### src/rtl/jk_seq_ctrl.sv
// jk_seq_ctrl: up/down counter sequencer driving a W-bit register of JK cells.
// Loads a start value on start, steps once per clock until q matches term,
// then emits a one-cycle done pulse and returns to idle.
// Optional build macro: JK_SEQ_AUTO_RELOAD_EN (reload on terminal count,
// exit only via stop).
module jk_seq_ctrl #(
   parameter int unsigned W = 4
) (
   input  logic         c,
   input  logic         rst,
   input  logic         start,
   input  logic         stop,
   input  logic         dir,
   input  logic         hold,
   input  logic [W-1:0] ld_val,
   input  logic [W-1:0] term,
   output logic [W-1:0] q,
   output logic         busy,
   output logic         tc,
   output logic         done
);

   typedef enum logic [1:0] {
      IDLE  = 2'b00,
      COUNT = 2'b01,
      DONE  = 2'b10
   } state_t;

   state_t         state_q, state_d;
   logic [W-1:0]   q_q, q_d;
   logic           done_q, done_d;
   logic [W-1:0]   j, k;
   logic [W-1:0]   t;

   assign q    = q_q;
   assign busy = (state_q == COUNT);
   assign tc   = (state_q == COUNT) && (q_q == term);
   assign done = done_q;

   // Toggle enables: bit i flips when all lower bits are 1 (up) or 0 (down).
   always_comb begin
      t    = '0;
      t[0] = 1'b1;
      for (int unsigned i = 1; i < W; i++) begin
         t[i] = t[i-1] & (dir ? q_q[i-1] : ~q_q[i-1]);
      end
   end

   // Next state, JK controls and done pulse; priority in COUNT is stop > tc > hold > step.
   always_comb begin
      state_d = state_q;
      j       = '0;
      k       = '0;
      done_d  = 1'b0;
      case (state_q)
         IDLE: begin
            if (start) begin
               j       = ld_val;
               k       = ~ld_val;
               state_d = COUNT;
            end
         end
         COUNT: begin
            if (stop) begin
               state_d = DONE;
               done_d  = 1'b1;
            end else if (tc) begin
               done_d = 1'b1;
`ifdef JK_SEQ_AUTO_RELOAD_EN
               j      = ld_val;
               k      = ~ld_val;
`else
               state_d = DONE;
`endif
            end else if (!hold) begin
               j = t;
               k = t;
            end
         end
         DONE: begin
            state_d = IDLE;
         end
         default: begin
            state_d = IDLE;
         end
      endcase
   end

   // JK cell characteristic equation: q+ = j&~q | ~k&q.
   always_comb begin
      q_d = (j & ~q_q) | (~k & q_q);
   end

   // State, counter cells and done flop with asynchronous reset.
   always_ff @(posedge c or posedge rst) begin
      if (rst) begin
         state_q <= IDLE;
         q_q     <= '0;
         done_q  <= 1'b0;
      end else begin
         state_q <= state_d;
         q_q     <= q_d;
         done_q  <= done_d;
      end
   end

endmodule

### config.mk
export PLATFORM = sky130hd
export DESIGN_NAME = jk_seq_ctrl
export DESIGN_NICKNAME = d
export VERILOG_FILES = /design/src/rtl/jk_seq_ctrl.sv
export SDC_FILE = /design/constraint.sdc
export NUM_CORES = 1
export LEC_CHECK = 0
export CORE_AREA = 2 2 39 41
export CTS_CLUSTER_SIZE = 20
export DETAILED_ROUTE_END_ITERATION = 6
export DIE_AREA = 0 0 41 43
export GPL_TIMING_DRIVEN = 0
export PLACE_DENSITY = 0.71
export SYNTH_ARGS = -nofsm -noshare
export SYNTH_HDL_FRONTEND = slang
export SYNTH_SLANG_ARGS = --single-unit
### constraint.sdc
create_clock -name c -period 3.8 [get_ports c]
set_clock_uncertainty 0.15 [all_clocks]
set_input_delay 0.38 -clock c [delete_from_list [all_inputs] [get_ports c]]
set_output_delay 0.38 -clock c [all_outputs]
set_load 0.01 [all_outputs]
* Yosys cells after proc, flatten, opt, wreduce, memory -nomap -nowiden
Cells that the tools add are included.
** Word-level totals
- Register bits after elaboration :: 7
- Input bits :: 14
- Output and inout port bits :: 7
- Word-level logic and storage cells :: 38
** Cells by class
- Equal/unequal tests :: 4
- Mux-type cells :: 17
- Bitwise logic cells :: 11
- Reductions and logical operators :: 3
** Operator list (count)
- 4-bit 2-to-1 mux :: 5
- 4-bit case mux with 2 select lines :: 2
- 4-bit inverter :: 3
- 4-bit AND :: 2
- 1-bit 2-to-1 mux :: 6
- 2-bit 2-to-1 mux :: 3
- 4-bit == test :: 1
- 4-bit bitwise OR :: 1
- 2-bit case mux with 2 select lines :: 1
- 3-bit by 2-bit inequality test with 1-bit output, second input constant :: 1
- 1-bit inverter :: 3
- 1-bit AND :: 2
- 2-bit by 1-bit == test with 1-bit output, second input constant :: 1
- 2-bit logical NOT :: 1
- 2-bit inequality test, second input constant :: 1
- 2-bit AND reduction :: 1
- 1-bit logical AND :: 1

* Logic depth before layout (Yosys ltp)
Gate-level depths: netlist of the first run.
- Depth after elaboration :: 11
- Mapped depth :: 5
- Depth with buffers taken out :: 4

* Worst setup path after synthesis of the first run
No wires, ideal clock.
- Path type :: register to register
- Start :: register q_q[0] (netlist: q[0])
- End :: register q_q[3] (netlist: q[3])
- Setup time :: 131 ps
- Data arrival time :: 1346 ps
- Data required time :: 3519 ps
- Path slack :: 2173 ps
- Cell stages (with the launch flop) :: 6
- Path buffers :: 1
- Period minus slack after synthesis :: 1627 ps
- Cells stage by stage :: dfrtp_1 -> buf_6 -> or4_1 -> nand2_1 -> and3_1 -> o22ai_2
** Between the ends
- Word-level cells in the longest chain between the ends :: 11
- Elaborated cells on any way between the ends :: 15
- Classes of those cells :: eq/ne: 1; mux: 6; bitwise: 7; reduce/logical: 1
** Ends and longest elaborated chain
- start, declared :: line 30 : logic [W-1:0] q_q, q_d;
- start signal, assigned :: line 102 : q_q <= q_d;
- 1-bit inverter :: line 45 : t[i] = t[i-1] & (dir ? q_q[i-1] : ~q_q[i-1]);
- 1-bit 2-to-1 mux :: line 45
- 1-bit AND (2 in a row) :: line 45
- 4-bit 2-to-1 mux :: line 75 : end else if (!hold) begin
- 4-bit 2-to-1 mux * :: line 67 : end else if (tc) begin
- 4-bit 2-to-1 mux * :: line 64 : if (stop) begin
- 4-bit case mux with 2 select lines :: line 55 : case (state_q)
- 4-bit inverter :: line 91 : q_d = (j & ~q_q) | (~k & q_q);
- 4-bit AND :: line 91
- 4-bit bitwise OR * :: line 91
- net q_d[3] :: line 30
Mark *: on every way through the listed nets, which the timed path passes. The rest lies on a longest branch.
A chain may end at the register's enable or synchronous reset.

* Final worst setup path of the first run
- Start :: input port term[2]
- End :: output port tc
** Between the ends
- Word-level cells in the longest chain between the ends :: 2
** Ends and longest elaborated chain
- start, declared :: line 16 : input logic [W-1:0] term,
- 4-bit == test :: line 37 : assign tc = (state_q == COUNT) && (q_q == term);
- 1-bit logical AND :: line 37
- end, declared :: line 19 : output logic tc,
No other way between the ends.

==> results of run 1 <==
==> Yosys cell counts (2+ instances only) <==
master / number
dfrtp_1: 7
nand2_1: 4
and2_1: 3
nand2b_1: 3
nor2_1: 3
xnor2_1: 3
a31oi_1: 2
inv_1: 2
nand3_1: 2
xnor2_2: 2
==> cell type report <==
type,instances,area share
multi-input cells,40,0.405
repair buffers,20,0.270
flip-flops and latches,7,0.236
clock buffers,4,0.0355
well taps,16,0.0270
plain buffers,1,0.0152
inverters,2,0.0101
==> flip-flops by register name, indices dropped and copies added (netlist names) <==
name and count:
q 4, state_q 2, done 1
==> power by group through the flow <==
stage | combinational (mW) | clock (mW) | sequential (mW)
after floorplan | 0.168 | 0 | 0.154
after global placement | 0.278 | 0 | 0.147
after detailed placement | 0.282 | 0 | 0.149
after CTS | 0.284 | 0.0715 | 0.148
after global routing | 0.309 | 0.0753 | 0.154
final | 0.281 | 0.0718 | 0.147
==> metrics by stage <==
stage,instance area (um2),hold WS (ns)
final,741,0.210
after global placement,714,0.384
after CTS,741,0.225
after detailed placement,714,0.398
after global routing,741,0.255
after floorplan,494,0.0334
==> per-layer routing <==
layer	wire, um	part of all wire	track usage
met3	97	0.087	0.0471
met4	9	0.0081	0.0600
met1	504	0.45	0.211
met5	0	0	0
met2	502	0.45	0.222
==> path summary, 6_finish.rpt <==
| kind | end | startpoint |
|---|---|---|
| max in group asynchronous | state_q[1] | rst |
| min in group c | q[3] | q[3] |
| max reg2reg | q[2] | q[1] |
| max | tc | term[2] |
| min | q[3] | rst |
| min reg2reg | q[3] | q[3] |
==> cells in the final DEF (no fill, tap or decap), types with 2 or more instances in the layout <==
master           count
nand2_1              4
nand2b_1             3
and2_1               3
xnor2_2              2
inv_1                2
xnor2_1              3
clkdlybuf4s50_1     20
nor2_1               3
a31oi_1              2
clkbuf_4             3
dfrtp_1              7
nand3_1              2
==> worst max-delay path, cell delays in order <==
cell,delay (ns)
clkdlybuf4s50_1,0.41
xnor2_1,0.25
nand4_4,0.20
nor2_1,0.13
clkdlybuf4s50_1,0.54
==> cells by family after synthesis <==
logic type,count (synthesis)
mux,1
flops,7
compound gates,10
buf+inv,3
simple gates,24
xor+xnor,5
==> summary.md, run 1 <==
| Metric | Value |
|---|---|
| Main synth FF type | dfrtp_1 |
| Leakage power figure | 0.302 nW |
| Final Slew Violations | 0 |
| Post-synthesis register bit count | 7 |
| Combinational fraction of design power | 0.562 |
| Worst setup EP type | primary output |
| Post-synthesis average cell area | 9.88 um2 |
| Switching share of power | 0.391 |
| Routed wire per std cell | 12.4 um |
| Fraction of layout cells with a size suffix above 1 | 0.135 |
| Final worst setup slack | 1.35 ns |
| Via count | 481 |
| Post-synth top area share | 0.354 |
| RSZ-0062 raised after global routing | false |
| Dpl cells | 86 |
| Crit Path Class | in -> out |
| Pre-CTS WS | 1.35 ns |
| Sequential share of power | 0.295 |
| H-tree levels | 1 |
| Total Wirelength | 1110 um |
| Post-DR vias/cell | 5.34 |
| DIE AREA | 0.00176 mm2 |
| Total clock buffers created by CTS | 3 |
| YS warnings | 0 |
| Final Cycle Share | 0.645 |
| First-pass GRT wire length | 1860 um |
| R2R Setup Slk | 2.10 ns |
| Simple logic cell fraction of the synthesized area | 0.314 |
| Worst Setup Start Kind | input port |
| Clk_lat worst skew | 0.26 ns |
| EDFF count, synth | 0 |
| Synth Area in XOR/XNOR | 0.119 |
| Library cells used by synthesis | 29 |
| Reg2Reg Depth | 4 |
| Synthesized instance count | 50 |
| Fmax | 0.408 GHz |
| Area growth, synth to finish | 49.9% |
| Largest family of logic cells by synthesized area | simple AND/OR/NAND/NOR gates |
| Area of the multi-input gates | 300 um2 |
| Slew HR | 0.667 |
| Fin util | 0.535 |
| Clock Pin Slew Worst Setup and Hold Paths | 0.06 ns |
| Drc violations | 0 |
| Largest cells by area after synthesis | dfrtp_1 (35%), xnor2_2 (6.6%), xnor2_1 (5.3%) |
| Max IR drop VDD | 0.000273 V |
| N_diodes | 0 |
| Antenna violations before repair | 0 |
| Worst hold-check path type | in -> async |
| # rows | 14 |
| Largest net degree at the start of global routing | 11 |
| Final Power | 0.500 mW |
| Setup TNS | 0 ns |
| Die width | 41 um |
| Synthesized Nets | 64 |
| Layout net count | 89 |
| Internal Power | 0.304 mW |
| PD cells | 675 mW/mm2 |
| Die Ht | 43 um |
| Area of the mapped netlist | 494 um2 |
| Synth Area in Adders | 0 |
| Post-route ant nets | 0 |
| Synth Area in Compound Gates | 0.152 |
| Hold buffers post-CTS | 0 |
| CTS tree | yes |
| Least-Margin Pin Slew | 0.497 ns |
| CP max FO | 10 |
| Fin. Hold Viols | 0 |
| Top-Level Pins | 21 |
| Non-Filler Instances | 90 |
| Crit path required time | 3.27 ns |
| Placer Congestion | 0.789 |
| Critical path arrival | 1.92 ns |
| Post_cts resized | 0 |
| Vias in the first global route | 429 |
| Register area share after synthesis | 0.354 |
| Status | finished clean |
| Async S/R FF share, synth | 1.00 |
| Post CTS Setup Buffer Count | 0 |
| Post-synthesis mux area share | 0.0228 |
| CTS Buffer Depth | 2 |
| Dominant cell type by area after synthesis | dfrtp_1 |
| Switching power | 0.196 mW |
| Reg area | 175 um2 |
| CTS Sinks | 7 |
| Gr usage total | 0.155 |
| Root buf cell | clkbuf_4 |
| Router iterations before antenna repair | 4 |
| Fill cell count | 142 |
| Hpwl dp | 813 um |
| Final Setup Violations | 0 |
| Drt first-iter violations | 7 |
| Clock share of power | 0.143 |
| Starting Density | 0.357 |
| Max-cap violation count | 0 |
| Core ar. | 0.00138 mm2 |
| Port-buffer cells | 20 |
| Grt ovf | 0 |
| Period minus WS final | 2.45 ns |
(Power assumes the default switching activity.)
==> inputs of run 2 (changes only) <==
==> config.mk (replaced) <==
export PLATFORM = sky130hd
export DESIGN_NAME = jk_seq_ctrl
export DESIGN_NICKNAME = d
export VERILOG_FILES = /design/src/rtl/jk_seq_ctrl.sv
export SDC_FILE = /design/constraint.sdc
export NUM_CORES = 1
export LEC_CHECK = 0
export CORE_UTILIZATION = 36
export CTS_CLUSTER_SIZE = 20
export DETAILED_ROUTE_END_ITERATION = 6
export GPL_TIMING_DRIVEN = 0
export PLACE_DENSITY = 0.72
export SYNTH_ARGS = -nofsm -noshare
export SYNTH_HDL_FRONTEND = slang
export SYNTH_SLANG_ARGS = --single-unit
==> constraint.sdc (replaced) <==
create_clock -name c -period 2.25 [get_ports c]
set_clock_uncertainty 0.15 [all_clocks]
set_input_delay 0.225 -clock c [delete_from_list [all_inputs] [get_ports c]]
set_output_delay 0.225 -clock c [all_outputs]
set_load 0.01 [all_outputs]
==> run 2 against run 1 <==
Wire length up 8.7%. Worst setup slack worse by 1.3 ns. Largest power group unchanged. Sequential share of layout area down 0.94 points. Global-route usage up 4.2 points. Sequential power up 73%. Non-clock buffer count up 4. Sequential cell count unchanged. Critical endpoint unchanged. Combinational power up 84%. First-iteration DRC count down 43%. Total power up 77%. Via count down 2.1%.
==> summary.md, run 2 (synthesis results as in run 1) <==
| Metric | Value |
|---|---|
| Status | finished clean |
| Crit path max-delay cell type | clkdlybuf4s50_1 |
| Leakage power figure | 0.324 nW |
| CTS Buffer Depth | 2 |
| Reg area | 176 um2 |
| Total Wirelength | 1210 um |
| Post-route cell area | 777 um2 |
| Least-Margin Pin Slew | 0.520 ns |
| Drt first-iter violations | 4 |
| Routed wire per std cell | 13.2 um |
| Worst-path cell chain | buf_6 -> xnor2_2 -> nand4_4 -> nor2_1 -> clkdlybuf4s50_1 |
| Sequential share of power | 0.287 |
| RSZ-0062 raised after global routing | false |
| Router iterations before antenna repair | 2 |
| Top-Level Pins | 21 |
| DIE AREA | 0.00152 mm2 |
| Gr usage total | 0.197 |
| Die width | 39.1 um |
| # rows | 12 |
| Placer Congestion | 0.756 |
| Core ar. | 0.00119 mm2 |
| Final worst setup slack | 0.0796 ns |
| Starting Density | 0.417 |
| Final Setup Violations | 0 |
| Port-buffer cells | 20 |
| R2R Setup Slk | 0.58 ns |
| Total clock buffers created by CTS | 3 |
| Final Power | 0.886 mW |
| Buf/Inv on CP | 2 |
| H-tree levels | 1 |
| Worst Setup Start Kind | register |
| Root buf cell | clkbuf_4 |
| Worst r2r src | state_q[1] |
| Area of the multi-input gates | 308 um2 |
| Largest stage delay, worst path | 0.54 ns |
| Max IR drop VDD | 0.000534 V |
| Switching power | 0.342 mW |
| Pre-CTS WS | 0.0961 ns |
| Combinational fraction of design power | 0.583 |
| Hpwl dp | 844 um |
| CTS tree | yes |
| Internal Power | 0.544 mW |
| Antenna violations before repair | 0 |
| Worst setup EP type | primary output |
| CTS Sinks | 7 |
| Final Slew Violations | 0 |
| Die Ht | 39.1 um |
| Critical path arrival | 1.80 ns |
| Fill cell count | 110 |
| Period minus WS final | 2.17 ns |
| Crit Reg-Reg Endpoint | q[2] |
| CP max FO | 8 |
| Crit Path Class | reg -> out |
| Post-route ant nets | 0 |
| Max-cap violation count | 0 |
| Switching share of power | 0.386 |
| Most frequent cells in the layout | clkdlybuf4s50_1 (20), dfrtp_1 (6), nand2_1 (4), buf_4 (4) |
| Clock share of power | 0.129 |
| Slew HR | 0.653 |
| Layout net count | 93 |
| Vias in the first global route | 433 |
| Grt ovf | 0 |
| Worst hold-check path type | in -> async |
| Reg2Reg Depth | 4 |
| First-pass GRT wire length | 1920 um |
| Max reg flops | 4 |
| Clk_lat worst skew | 0.25 ns |
| Drc violations | 0 |
| Post-DR vias/cell | 5.12 |
| Crit path required time | 1.88 ns |
| Clock Pin Slew Worst Setup and Hold Paths | 0.05 ns |
| Post-DP Area | 712 um2 |
| Final Cycle Share | 0.965 |
| Fraction of layout cells with a size suffix above 1 | 0.205 |
| Largest net degree at the start of global routing | 11 |
| PD cells | 1140 mW/mm2 |
| Via count | 471 |
| Fmax | 0.461 GHz |
| Area growth, synth to finish | 57.2% |
| Crit path max-delay family | buffers and inverters |
| N_diodes | 0 |
| Fin. Hold Viols | 0 |
| Setup TNS | 0 ns |
| Most common cell after layout, fill and taps aside | clkdlybuf4s50_1 |
## run 2: worst max-delay path by stage
stage,from,end,slack [ns],depth (start not counted)
floorplan,q[0],q[3],0.62,5
global placement,term[2],tc,0.10,5
detailed placement,term[2],tc,0.1,5
CTS,q[2],tc,0.03,4
global route,q[0],tc,0.002,5
finish,q[0],tc,0.08,5
## run 2: power by group through the flow
stage	logic [mW]	clock network (mW)	registers, mW
global placement	0.470	0	0.249
CTS	0.489	0.119	0.250
detailed placement	0.480	0	0.253
floorplan	0.284	0	0.260
global route	0.562	0.124	0.266
finish	0.517	0.115	0.254
## run 2: cell type report
class / count / area share
Timing Repair Buffer: 24 / 0.296
Sequential cell: 7 / 0.227
Multi-Input combinational cell: 40 / 0.396
Buffer: 1 / 0.0145
Inverter: 2 / 0.00966
Clock buffer: 4 / 0.0338
Tap cell: 14 / 0.0225
## run 2: through the flow
step | instances | util | hold slack, ns
2_1_floorplan | 50 | - | -0.122
3_3_place_gp | 84 | 0.600 | 0.335
3_5_place_dp | 84 | 0.600 | 0.330
4_1_cts | 88 | 0.622 | 0.0646
5_1_grt | 92 | 0.655 | 0.0889
6_report | 92 | 0.655 | 0.0552
## run 2: layer usage
layer  global-route usage  part of all wire
met1                0.204              0.43
met2                0.363              0.50
met3               0.0925             0.069
met4               0.0259                 0
met5                    0                 0
## run 2: repair_timing
action,in CTS,in global routing
endpoints found under the setup margin,0,1
hold buffers,0,0
gates resized for setup,0,2
setup buffers,0,4
==> inputs of run 3 (changes only) <==
--- a/config.mk
+++ b/config.mk
@@ -5,6 +5,7 @@
 export SDC_FILE = /design/constraint.sdc
 export NUM_CORES = 1
 export LEC_CHECK = 0
+export CORE_MARGIN = 2
 export CORE_UTILIZATION = 36
 export CTS_CLUSTER_SIZE = 20
 export DETAILED_ROUTE_END_ITERATION = 6
==> run 3 against run 2 <==
Die area is 11% higher. Clock power hardly changed. Cell area is 0.64% lower. Register-to-register slack worse by 0.08 ns. Final cell count unchanged. Non-clock buffer count shrank 1. Fmax grew 1.3%. Combinational power down 3%.
==> summary.md, run 3 (synthesis results as in run 1) <==
| Metric | Value |
|---|---|
| Reg2Reg Depth | 6 |
| Buf/Inv on CP | 2 |
| CTS tree | yes |
| Clk_lat worst skew | 0.26 ns |
| Status | finished clean |
| Max-cap violation count | 0 |
| Crit path max-delay family | buffers and inverters |
| Final Cycle Share | 0.952 |
| CTS Buffer Depth | 2 |
| Fmax | 0.467 GHz |
| R2R Setup Slk | 0.50 ns |
| Hold buffers post-CTS | 0 |
| Fraction of layout cells with a size suffix above 1 | 0.208 |
| Non-Filler Instances | 92 |
| Router iterations before antenna repair | 4 |
| Drt first-iter violations | 11 |
| Post-DP Area | 713 um2 |
| Worst-path cell chain | buf_6 -> xnor2_2 -> nand4_4 -> nor2_1 -> clkdlybuf4s50_1 |
| Via count | 466 |
| CTS Sinks | 7 |
| Post-route cell area | 772 um2 |
| Fin. Hold Viols | 0 |
| Setup TNS | 0 ns |
| Most frequent cells in the layout | clkdlybuf4s50_1 (20), dfrtp_1 (6), nand2_1 (4) |
| Least-Margin Pin Slew | 0.514 ns |
| # rows | 13 |
| Final Setup Violations | 0 |
| N_diodes | 0 |
| Crit path max-delay cell type | clkdlybuf4s50_1 |
| Period minus WS final | 2.14 ns |
| Worst Setup SP | q[0] |
| Die width | 41.1 um |
| Top-Level Pins | 21 |
| Drc violations | 0 |
| H-tree levels | 1 |
| Most common cell after layout, fill and taps aside | clkdlybuf4s50_1 |
| Crit path required time | 1.88 ns |
| Crit Path Class | reg -> out |
| Antenna violations before repair | 0 |
| Max IR drop VDD | 0.000644 V |
| Area growth, synth to finish | 56.2% |
| PD cells | 1130 mW/mm2 |
| Largest stage delay, worst path | 0.54 ns |
| Port-buffer cells | 20 |
| Final worst setup slack | 0.108 ns |
| Total Wirelength | 1060 um |
| Max reg flops | 4 |
| Routed wire per std cell | 11.5 um |
| Die Ht | 41.1 um |
| Fill cell count | 122 |
| Crit Reg-Reg Endpoint | q[2] |
| Critical path arrival | 1.77 ns |
| Met2 WL | 536 um |
| Worst Setup Start Kind | register |
| Worst hold-check path type | in -> async |
| Leakage power figure | 0.323 nW |
| RSZ-0062 raised after global routing | false |
| Gr usage total | 0.134 |
| DIE AREA | 0.00169 mm2 |
| WL met1 | 444 um |
| First-pass GRT wire length | 1400 um |
| Largest net degree at the start of global routing | 11 |
| Min Hold Slack | 0.0478 ns |
| Max layer used | met3 |
| Clock Pin Slew Worst Setup and Hold Paths | 0.06 ns |
| Grt ovf | 0 |
| Pre-CTS WS | 0.109 ns |
| Hpwl dp | 754 um |
| Post-route ant nets | 0 |
| Core ar. | 0.00128 mm2 |
| Slew HR | 0.657 |
| Dpl cells | 85 |
| CP max FO | 8 |
| Vias in the first global route | 351 |
| Placer Congestion | 0.755 |
| Post-DR vias/cell | 5.07 |
| Total clock buffers created by CTS | 3 |
| Worst r2r src | q[0] |
| Starting Density | 0.385 |
| Final Slew Violations | 0 |
| Metal3 WL | 80 um |
| Root buf cell | clkbuf_4 |
| Worst setup EP type | primary output |
| Layout net count | 92 |
-- run 3: cell type report --
cell class	instances	area [um2]	area share
Clock inverter	1	5.00	0.00648
Tap cell	15	18.8	0.0243
Clock buffer	3	22.5	0.0292
Inverter	2	7.51	0.00972
Timing Repair Buffer	23	223	0.288
Buffer	1	11.3	0.0146
Sequential cell	7	176	0.229
Multi-Input combinational cell	40	308	0.399
-- run 3: per-layer routing --
metal / track usage / up-vias
li1: - / 235
met1: 0.152 / 218
met2: 0.199 / 13
met3: 0.0870 / 0
met4: 0.0500 / 0
met5: 0 / -
-- run 3: through the flow --
stage,power [mW],utilization
floorplan,0.544,-
global placement,0.720,0.555
detailed placement,0.721,0.555
CTS,0.841,0.576
global route,0.939,0.601
finish,0.870,0.601
-- run 3: worst max path at each step --
stage | to | slack, ns | cells past startpoint
finish | tc | 0.11 | 5
global route | tc | 0.04 | 5
CTS | tc | 0.04 | 4
detailed placement | tc | 0.11 | 5
global placement | tc | 0.1 | 5
floorplan | q[3] | 0.62 | 5
-- run 3: repair_timing --
action / in CTS / in global routing
endpoints found under the setup margin: 0 / 1
resized for setup: 0 / 2
buffers inserted: 0 / 3
-- run 3: power by group --
group	total, mW	leakage, nW	switching, mW	internal (mW)
clock	0.117	0.0177	0.0518	0.0652
sequential	0.251	0.0851	0.0664	0.185
combinational	0.501	0.220	0.215	0.286
